==> config.mk <==
export PLATFORM = sky130hd
export DESIGN_NAME = poly_voice_engine_flat
export DESIGN_NICKNAME = d
export VERILOG_FILES = /design/src/rtl/poly_voice_engine_if.sv /design/src/rtl/poly_voice_engine.sv /design/src/flat_wrapper.sv
export SDC_FILE = /design/constraint.sdc
export NUM_CORES = 2
export LEC_CHECK = 0
export BUFFER_PORTS_ARGS = -buffer_cell sky130_fd_sc_hd__buf_2
export CAP_MARGIN = 20
export CORE_MARGIN = 4
export CORE_UTILIZATION = 55
export CTS_CLUSTER_SIZE = 40
export DETAILED_ROUTE_END_ITERATION = 8
export PLACE_DENSITY_LB_ADDON = 0.2
export SYNTH_ARGS = -nofsm -noshare
export SYNTH_HDL_FRONTEND = slang
export SYNTH_SLANG_ARGS = --single-unit
==> constraint.sdc <==
create_clock -name clk_i -period 27 [get_ports clk_i]
set_input_delay 1.35 -clock clk_i [delete_from_list [all_inputs] [get_ports clk_i]]
set_output_delay 1.35 -clock clk_i [all_outputs]
set_load 0.01 [all_outputs]
==> src/rtl/poly_voice_engine_if.sv <==
// poly_voice_engine_if: note-event handshake and sample stream between keypad decoder, engine and DAC path
interface poly_voice_engine_if #(
    parameter int NUM_VOICES = 4,
    parameter int OUT_WIDTH  = 24
);
    logic                        sample_en_i;
    logic [1:0]                  mode_i;
    logic                        note_valid_i;
    logic                        note_ready_o;
    logic                        note_on_i;
    logic [3:0]                  note_key_i;
    logic                        note_drop_o;
    logic                        overrun_o;
    logic signed [OUT_WIDTH-1:0] sample_o;
    logic                        sample_valid_o;
    logic [NUM_VOICES-1:0]       active_voices_o;
    modport master (
        output sample_en_i, mode_i, note_valid_i, note_on_i, note_key_i,
        input  note_ready_o, note_drop_o, overrun_o, sample_o, sample_valid_o, active_voices_o
    );
    modport slave (
        input  sample_en_i, mode_i, note_valid_i, note_on_i, note_key_i,
        output note_ready_o, note_drop_o, overrun_o, sample_o, sample_valid_o, active_voices_o
    );
endinterface

==> src/rtl/poly_voice_engine.sv <==
// poly_voice_engine: time-multiplexed polyphonic oscillator with voice allocation, linear envelopes and mixing
module poly_voice_engine #(
    parameter int NUM_VOICES   = 4,
    parameter int ACC_WIDTH    = 32,
    parameter int OUT_WIDTH    = 24,
    parameter int ENV_WIDTH    = 16,
    parameter int ATTACK_STEP  = 1024,
    parameter int RELEASE_STEP = 1024,
    parameter int SAMPLE_RATE  = 48000
) (
    input logic clk_i,
    input logic reset_ni,
    poly_voice_engine_if.slave bus
);
    localparam int SH = $clog2(NUM_VOICES);
    localparam int VW = NUM_VOICES > 1 ? $clog2(NUM_VOICES) : 1;
    localparam int AW = OUT_WIDTH + SH;
    localparam int PW = OUT_WIDTH + ENV_WIDTH + 1;
    localparam logic [ENV_WIDTH-1:0] ENV_MAX = '1;
    localparam logic signed [OUT_WIDTH-1:0] PEAK = {1'b0, {(OUT_WIDTH-1){1'b1}}};

    function automatic logic [ACC_WIDTH-1:0] inc_of(input longint f);
        return ACC_WIDTH'((f << ACC_WIDTH) / SAMPLE_RATE);
    endfunction

    localparam logic [ACC_WIDTH-1:0] INC [16] = '{
        inc_of(261), inc_of(294), inc_of(330), inc_of(349), inc_of(392), inc_of(440), inc_of(494), inc_of(523),
        inc_of(587), inc_of(659), inc_of(698), inc_of(784), inc_of(880), inc_of(988), inc_of(1046), inc_of(1174)
    };

    typedef enum logic [1:0] {IDLE, MIX, OUT} state_t;
    typedef enum logic [1:0] {V_OFF, V_ATTACK, V_SUSTAIN, V_RELEASE} vstate_t;

    state_t                      r_state, w_state_n;
    logic [VW-1:0]               r_cnt;
    logic [1:0]                  r_mode;
    logic signed [AW-1:0]        r_acc;
    logic signed [OUT_WIDTH-1:0] r_sample;
    logic                        r_valid, r_drop, r_overrun;
    vstate_t                     r_vst   [NUM_VOICES];
    logic [ENV_WIDTH-1:0]        r_env   [NUM_VOICES];
    logic [ACC_WIDTH-1:0]        r_phase [NUM_VOICES];
    logic [3:0]                  r_key   [NUM_VOICES];

    logic                        w_accept, w_start, w_last;
    logic                        w_same_hit, w_off_hit, w_rel_hit, w_tgt_hit;
    logic [VW-1:0]               w_same_idx, w_off_idx, w_rel_idx, w_tgt;
    logic [NUM_VOICES-1:0]       w_active;
    logic [ACC_WIDTH-1:0]        w_phase_adv, w_phase_n;
    logic [ENV_WIDTH:0]          w_env_up;
    logic                        w_att_full, w_rel_empty;
    logic [ENV_WIDTH-1:0]        w_env_n;
    vstate_t                     w_vst_n;
    logic [OUT_WIDTH-1:0]        w_u, w_t, w_tf;
    logic signed [OUT_WIDTH-1:0] w_wave, w_vout;

    assign w_accept = bus.note_valid_i && r_state == IDLE;
    assign w_start  = bus.sample_en_i && r_state == IDLE;
    assign w_last   = r_cnt == VW'(NUM_VOICES - 1);

    always_comb begin
        w_state_n = r_state == IDLE ? (bus.sample_en_i ? MIX : IDLE) :
                    r_state == MIX  ? (w_last ? OUT : MIX) : IDLE;
    end

    always_ff @(posedge clk_i or negedge reset_ni) begin
        if (!reset_ni) begin
            r_state   <= IDLE;
            r_cnt     <= '0;
            r_mode    <= '0;
            r_acc     <= '0;
            r_sample  <= '0;
            r_valid   <= 1'b0;
            r_drop    <= 1'b0;
            r_overrun <= 1'b0;
        end else begin
            r_state   <= w_state_n;
            r_cnt     <= r_state == MIX ? r_cnt + VW'(1) : '0;
            r_mode    <= w_start ? bus.mode_i : r_mode;
            r_acc     <= w_start ? '0 : r_state == MIX ? r_acc + AW'(w_vout) : r_acc;
            r_sample  <= r_state == OUT ? OUT_WIDTH'(r_acc >>> SH) : r_sample;
            r_valid   <= r_state == OUT;
            r_drop    <= w_accept && bus.note_on_i && !w_tgt_hit;
            r_overrun <= bus.sample_en_i && r_state != IDLE;
        end
    end

    // Lowest-index search for each note-on allocation class, resolved by priority below
    always_comb begin
        w_same_hit = 1'b0;
        w_off_hit  = 1'b0;
        w_rel_hit  = 1'b0;
        w_same_idx = '0;
        w_off_idx  = '0;
        w_rel_idx  = '0;
        for (int i = NUM_VOICES - 1; i >= 0; i--) begin
            if (r_vst[i] != V_OFF && r_key[i] == bus.note_key_i) begin
                w_same_hit = 1'b1;
                w_same_idx = VW'(i);
            end
            if (r_vst[i] == V_OFF) begin
                w_off_hit = 1'b1;
                w_off_idx = VW'(i);
            end
            if (r_vst[i] == V_RELEASE) begin
                w_rel_hit = 1'b1;
                w_rel_idx = VW'(i);
            end
        end
        w_tgt_hit = w_same_hit || w_off_hit || w_rel_hit;
        w_tgt     = w_same_hit ? w_same_idx : w_off_hit ? w_off_idx : w_rel_idx;
    end

    always_comb begin
        w_active = '0;
        for (int i = 0; i < NUM_VOICES; i++) w_active[i] = r_vst[i] != V_OFF;
    end

    assign w_phase_adv = r_phase[r_cnt] + INC[r_key[r_cnt]];
    assign w_env_up    = {1'b0, r_env[r_cnt]} + (ENV_WIDTH+1)'(ATTACK_STEP);
    assign w_att_full  = w_env_up >= {1'b0, ENV_MAX};
    assign w_rel_empty = {1'b0, r_env[r_cnt]} <= (ENV_WIDTH+1)'(RELEASE_STEP);

    always_comb begin
        w_env_n = r_env[r_cnt];
        w_vst_n = r_vst[r_cnt];
        if (r_vst[r_cnt] == V_ATTACK) begin
            w_env_n = w_att_full ? ENV_MAX : w_env_up[ENV_WIDTH-1:0];
            w_vst_n = w_att_full ? V_SUSTAIN : V_ATTACK;
        end else if (r_vst[r_cnt] == V_RELEASE) begin
            w_env_n = w_rel_empty ? '0 : r_env[r_cnt] - ENV_WIDTH'(RELEASE_STEP);
            w_vst_n = w_rel_empty ? V_OFF : V_RELEASE;
        end
    end

    // OFF voices always park at phase 0, so a finished release and an idle voice look alike
    assign w_phase_n = w_vst_n == V_OFF ? '0 : w_phase_adv;

    assign w_u    = w_phase_adv[ACC_WIDTH-1 -: OUT_WIDTH];
    assign w_t    = w_phase_adv[ACC_WIDTH-2 -: OUT_WIDTH];
    assign w_tf   = w_t[OUT_WIDTH-1] ? ~w_t : w_t;
    assign w_wave = r_mode == 2'd0 ? {~w_u[OUT_WIDTH-1], w_u[OUT_WIDTH-2:0]} :
                    r_mode == 2'd1 ? (w_phase_adv[ACC_WIDTH-1] ? -PEAK : PEAK) :
                    r_mode == 2'd2 ? {~w_tf[OUT_WIDTH-1], w_tf[OUT_WIDTH-2:0]} : '0;
    assign w_vout = OUT_WIDTH'((PW'(w_wave) * PW'($signed({1'b0, w_env_n}))) >>> ENV_WIDTH);

    always_ff @(posedge clk_i or negedge reset_ni) begin
        if (!reset_ni) begin
            for (int i = 0; i < NUM_VOICES; i++) begin
                r_vst[i]   <= V_OFF;
                r_env[i]   <= '0;
                r_phase[i] <= '0;
                r_key[i]   <= '0;
            end
        end else if (r_state == MIX) begin
            r_vst[r_cnt]   <= w_vst_n;
            r_env[r_cnt]   <= w_env_n;
            r_phase[r_cnt] <= w_phase_n;
        end else if (w_accept && bus.note_on_i) begin
            if (w_tgt_hit) begin
                r_vst[w_tgt] <= V_ATTACK;
                r_key[w_tgt] <= bus.note_key_i;
                if (!w_same_hit) begin
                    r_env[w_tgt]   <= '0;
                    r_phase[w_tgt] <= '0;
                end
            end
        end else if (w_accept) begin
            for (int i = 0; i < NUM_VOICES; i++)
                if (r_key[i] == bus.note_key_i && (r_vst[i] == V_ATTACK || r_vst[i] == V_SUSTAIN))
                    r_vst[i] <= V_RELEASE;
        end
    end

    assign bus.note_ready_o    = r_state == IDLE;
    assign bus.note_drop_o     = r_drop;
    assign bus.overrun_o       = r_overrun;
    assign bus.sample_o        = r_sample;
    assign bus.sample_valid_o  = r_valid;
    assign bus.active_voices_o = w_active;
endmodule
==> src/flat_wrapper.sv <==
// flat-port wrapper written by rule: the top's interface ports become plain ports
module poly_voice_engine_flat 
#(
    parameter int NUM_VOICES   = 4,
    parameter int ACC_WIDTH    = 32,
    parameter int OUT_WIDTH    = 24,
    parameter int ENV_WIDTH    = 16,
    parameter int ATTACK_STEP  = 1024,
    parameter int RELEASE_STEP = 1024,
    parameter int SAMPLE_RATE  = 48000
)
  (clk_i, reset_ni, bus_sample_en_i, bus_mode_i, bus_note_valid_i, bus_note_on_i, bus_note_key_i, bus_note_ready_o, bus_note_drop_o, bus_overrun_o, bus_sample_o, bus_sample_valid_o, bus_active_voices_o);
  poly_voice_engine_if #(.NUM_VOICES(NUM_VOICES), .OUT_WIDTH(OUT_WIDTH)) bus_i ();
  input logic clk_i;
  input logic reset_ni;
  input wire logic [$bits(bus_i.sample_en_i)-1:0] bus_sample_en_i;
  input wire logic [$bits(bus_i.mode_i)-1:0] bus_mode_i;
  input wire logic [$bits(bus_i.note_valid_i)-1:0] bus_note_valid_i;
  input wire logic [$bits(bus_i.note_on_i)-1:0] bus_note_on_i;
  input wire logic [$bits(bus_i.note_key_i)-1:0] bus_note_key_i;
  output wire logic [$bits(bus_i.note_ready_o)-1:0] bus_note_ready_o;
  output wire logic [$bits(bus_i.note_drop_o)-1:0] bus_note_drop_o;
  output wire logic [$bits(bus_i.overrun_o)-1:0] bus_overrun_o;
  output wire logic [$bits(bus_i.sample_o)-1:0] bus_sample_o;
  output wire logic [$bits(bus_i.sample_valid_o)-1:0] bus_sample_valid_o;
  output wire logic [$bits(bus_i.active_voices_o)-1:0] bus_active_voices_o;
  assign bus_i.sample_en_i = bus_sample_en_i;
  assign bus_i.mode_i = bus_mode_i;
  assign bus_i.note_valid_i = bus_note_valid_i;
  assign bus_i.note_on_i = bus_note_on_i;
  assign bus_i.note_key_i = bus_note_key_i;
  assign bus_note_ready_o = bus_i.note_ready_o;
  assign bus_note_drop_o = bus_i.note_drop_o;
  assign bus_overrun_o = bus_i.overrun_o;
  assign bus_sample_o = bus_i.sample_o;
  assign bus_sample_valid_o = bus_i.sample_valid_o;
  assign bus_active_voices_o = bus_i.active_voices_o;
  poly_voice_engine #(.NUM_VOICES(NUM_VOICES), .ACC_WIDTH(ACC_WIDTH), .OUT_WIDTH(OUT_WIDTH), .ENV_WIDTH(ENV_WIDTH), .ATTACK_STEP(ATTACK_STEP), .RELEASE_STEP(RELEASE_STEP), .SAMPLE_RATE(SAMPLE_RATE)) u_core (.clk_i(clk_i), .reset_ni(reset_ni), .bus(bus_i));
endmodule
==> results by group <==
Clocking
  • Clock transition at path regs: approximately 60 ps
  • Post-CTS Hold Fix Bufs: 0
  • CTS tree: built
  • Clk_lat worst skew: 590 ps
  • Resize count post-CTS: 0
  • H-Tree Depth: 1
  • CTS buffer count: 31
  • Deepest clock path buffer count: 3
  • CTS Sinks: 275
  • Postcts setup bufs: 0
  • Root buffer cell: clkbuf_16

Floorplan
  • Rows: 84
  • Die X: around 240 um
  • Die area: 57600 um2
  • I/O pin cnt: 43
  • Initial Util: 56.0%
  • Core Area: 52900 um2
  • Die height: 240 um

Place
  • Placed cells: 3781
  • Number of port buffers: 42
  • Placer Congestion: 0.943
  • Post-DP HPWL: between 60000 and 70000 um
  • DP Area: 30500 um2

Timing
  • Finish-stage setup viols: 0
  • RSZ-0062 raised after global routing: no
  • Normalized max-slew margin: a little under a quarter
  • Actual slew at the worst max-slew pin: 1140 ps
  • Setup TNS: 0 ps
  • Slew Viols, Final: 0
  • Fmax: around 70 MHz
  • Final Cycle Share: between 50 and 60%
  • Clk_skew: 19.1 ps
  • Final hold vios: 0
  • Min Tclk post-route: 14400 ps
  • Hold_ws: 478 ps

Setup path
  • Worst path buffer plus inverter count: 7
  • Cell repeated most along the worst path: fa_1
  • Slowest CP cell: a22oi_1
  • Crit-path max FO: 36
  • WS Path Type: reg -> reg
  • Launch point of the critical path: u_core.r_cnt[1]
  • Crit path max-delay family: adder cells
  • Worst Setup End Kind: flop
  • Crit start category: flop
  • Req. time, crit path: 27480 ps
  • Critical path arrival: roughly 15000 ps
  • Worst r2r src: u_core.r_cnt[1]
  • Max stage delay on crit path: 860 ps

Synth
  • Top-area cell type share of the netlist area: 25.2%
  • Synth area leaders: fa_1, dfrtp_1, ha_1
  • Synthesis Warnings: 0
  • Mapped Cells: 3146
  • Synthesized area: 29600 um2
  • Number of flops mapped to enable cells by yosys: 0
  • Seq cells post-synth: about 280
  • Synth async-reset ratio: 100%
  • Top_reg_cell synth: dfrtp_1
  • Net Count, Synth: 3703
  • Cell taking the most area after synthesis: fa_1
  • Mean post-synth cell area: approximately 9.4 um2
  • Distinct cell type count after synthesis: 80
  • Part of the Yosys area used for sequential elements: 23.3%

Drt
  • Vias: 23.0k
  • DR pass1 iterations: 6
  • Final WL: 80700 um
  • Wire per inst: 21.0 um
  • Iter 0 DRT Violations: 1803
  • DRC Markers: 0
  • DRT antenna net count: 0
  • Post-DR vias/cell: 6.00

Global routing
  • Pin count of the biggest net entering global routing: 80
  • Initial antenna violation count: 0
  • First-pass GRT wire length: 132000 um
  • GRT Overall Usage: 29.0%
  • Vias in the first global route: ~24k
  • GRT overflow: 0

Cells and area
  • Share of cells above drive strength 1: a little under a tenth
  • Layout Nets: 3684
  • Area grow syn2layout: 7.09%
  • Post-Layout Cell Count: 3840
  • Number of diodes: 0
  • Fin area: around 32000 um2

Min path
  • HP Class: reg -> reg
  • Hold Startpoint: u_core.r_phase[82]

Job
  • Maxcap violations: 0

Run status
  • Outcome: finished, final reports clean
-- final cells by class --
type	count	area, um2
Clock buffer	38	852
Sequential cell	275	6890
Fill cell	4582	21200
Tap cell	688	861
Clock inverter	20	329
Multi-Input combinational cell	2245	20300
Timing Repair Buffer	94	626
Inverter	480	1800
-- per-stage QoR --
| step | worst slack (ps) | utilization [%] |
|---|---|---|
| final | 12600 | 60.0 |
| after global routing | 11550 | 60.0 |
| after CTS | 12820 | 59.9 |
| after detailed placement | 12840 | 57.7 |
| after global placement | 12960 | 57.6 |
| after floorplan | 14550 | - |
-- metal layers --
| layer | global-route usage, % | part of all wire (%) | wire length [um] |
|---|---|---|---|
| met1 | 39.9 | 42 | 33900 |
| met2 | 46.0 | 46 | 37200 |
| met3 | 5.83 | 7.3 | 5930 |
| met5 | 0 | 0 | 0 |
| met4 | 10.8 | 4.6 | 3750 |
-- sequential cells by signal, indices dropped and copies added, names as in the netlist --
register,flops
u_core.r_state,2
u_core.r_vst,8
u_core.bus.sample_valid_o,1
u_core.r_acc,26
u_core.r_phase,128
u_core.bus.note_drop_o,1
u_core.r_env,64
u_core.r_key,16
u_core.bus.sample_o,24
u_core.r_mode,2
u_core.bus.overrun_o,1
u_core.r_cnt,2
-- worst reg2reg max path, delay by kind of cell, from the launching register on --
| kind | cells | cell delay, ps |
|---|---|---|
| adders and majority gates | 11 | 4610 |
| AOI/OAI and AO/OA | 17 | 4400 |
| and+or+nand+nor | 11 | 2110 |
| buffers and inverters | 7 | 1450 |
| DFF | 1 | 790 |
| muxes | 1 | 550 |
| xor gates and xnor gates | 2 | 370 |
-- final timing paths --
path / endpoint / slack [ps] / cells after the start
setup / recovery: u_core.r_acc[24] / 12600 / 49
hold / removal: u_core.r_phase[82] / 480 / 2
setup reg to reg: u_core.r_acc[24] / 12600 / 49
hold reg to reg: u_core.r_phase[82] / 480 / 2
max in group asynchronous: u_core.r_acc[4] / 24170 / 3
min in group asynchronous: u_core.r_phase[70] / 720 / 1
-- synth_stat cells (all sizes together) (16+ instances only) --
master / instances
mux2: 44
clkbuf: 93
xnor2: 63
o21ai: 208
nor3: 26
dfrtp: 275
nor2: 228
a21oi: 88
inv: 478
and2: 26
mux4: 53
a32o: 23
xor2: 53
nand2b: 36
nand2: 429
a21o: 37
ha: 174
a22o: 46
o21a: 27
o2bb2ai: 29
a211oi: 16
fa: 372
nor2b: 46
buf: 53
nand3: 21
-- cells in the final DEF, fill, tap and decap left out, drive strengths merged, types with 9 or more instances in the layout --
| cell type | instances |
|---|---|
| nor3 | 26 |
| and2 | 26 |
| o22ai | 14 |
| a32o | 23 |
| mux4 | 53 |
| a21oi | 88 |
| nor4 | 9 |
| o21a | 27 |
| dfrtp | 275 |
| nand3 | 21 |
| nand2 | 429 |
| o31ai | 12 |
| a21o | 37 |
| ha | 174 |
| fa | 372 |
| o21ai | 208 |
| a21boi | 10 |
| a22o | 46 |
| nor2 | 228 |
| nor2b | 46 |
| nand4 | 10 |
| xnor2 | 63 |
| buf | 94 |
| mux2 | 44 |
| o2bb2ai | 29 |
| xor2 | 53 |
| a211oi | 16 |
| and3 | 11 |
| a31oi | 12 |
| nand2b | 36 |
| or2 | 14 |
| o22a | 10 |
| inv | 483 |
| clkbuf | 38 |
-- cells by family (layout without fill, tap and decap cells) --
logic type,count (synthesis),in the layout,synth area share (%)
AO/OA/AOI/OAI,602,602,13.7
XOR/XNOR,116,116,3.43
adder cells (fa/ha/maj),546,546,32.5
buffers and inverters,626,632,8.19
flip-flops,275,275,23.3
multiplexers,103,103,5.91
AND/OR/NAND/NOR,878,878,13.0
Power is left out: the tool's default activity adds up to more than one toggle a clock period on the data nets, which glitch-free logic cannot reach.
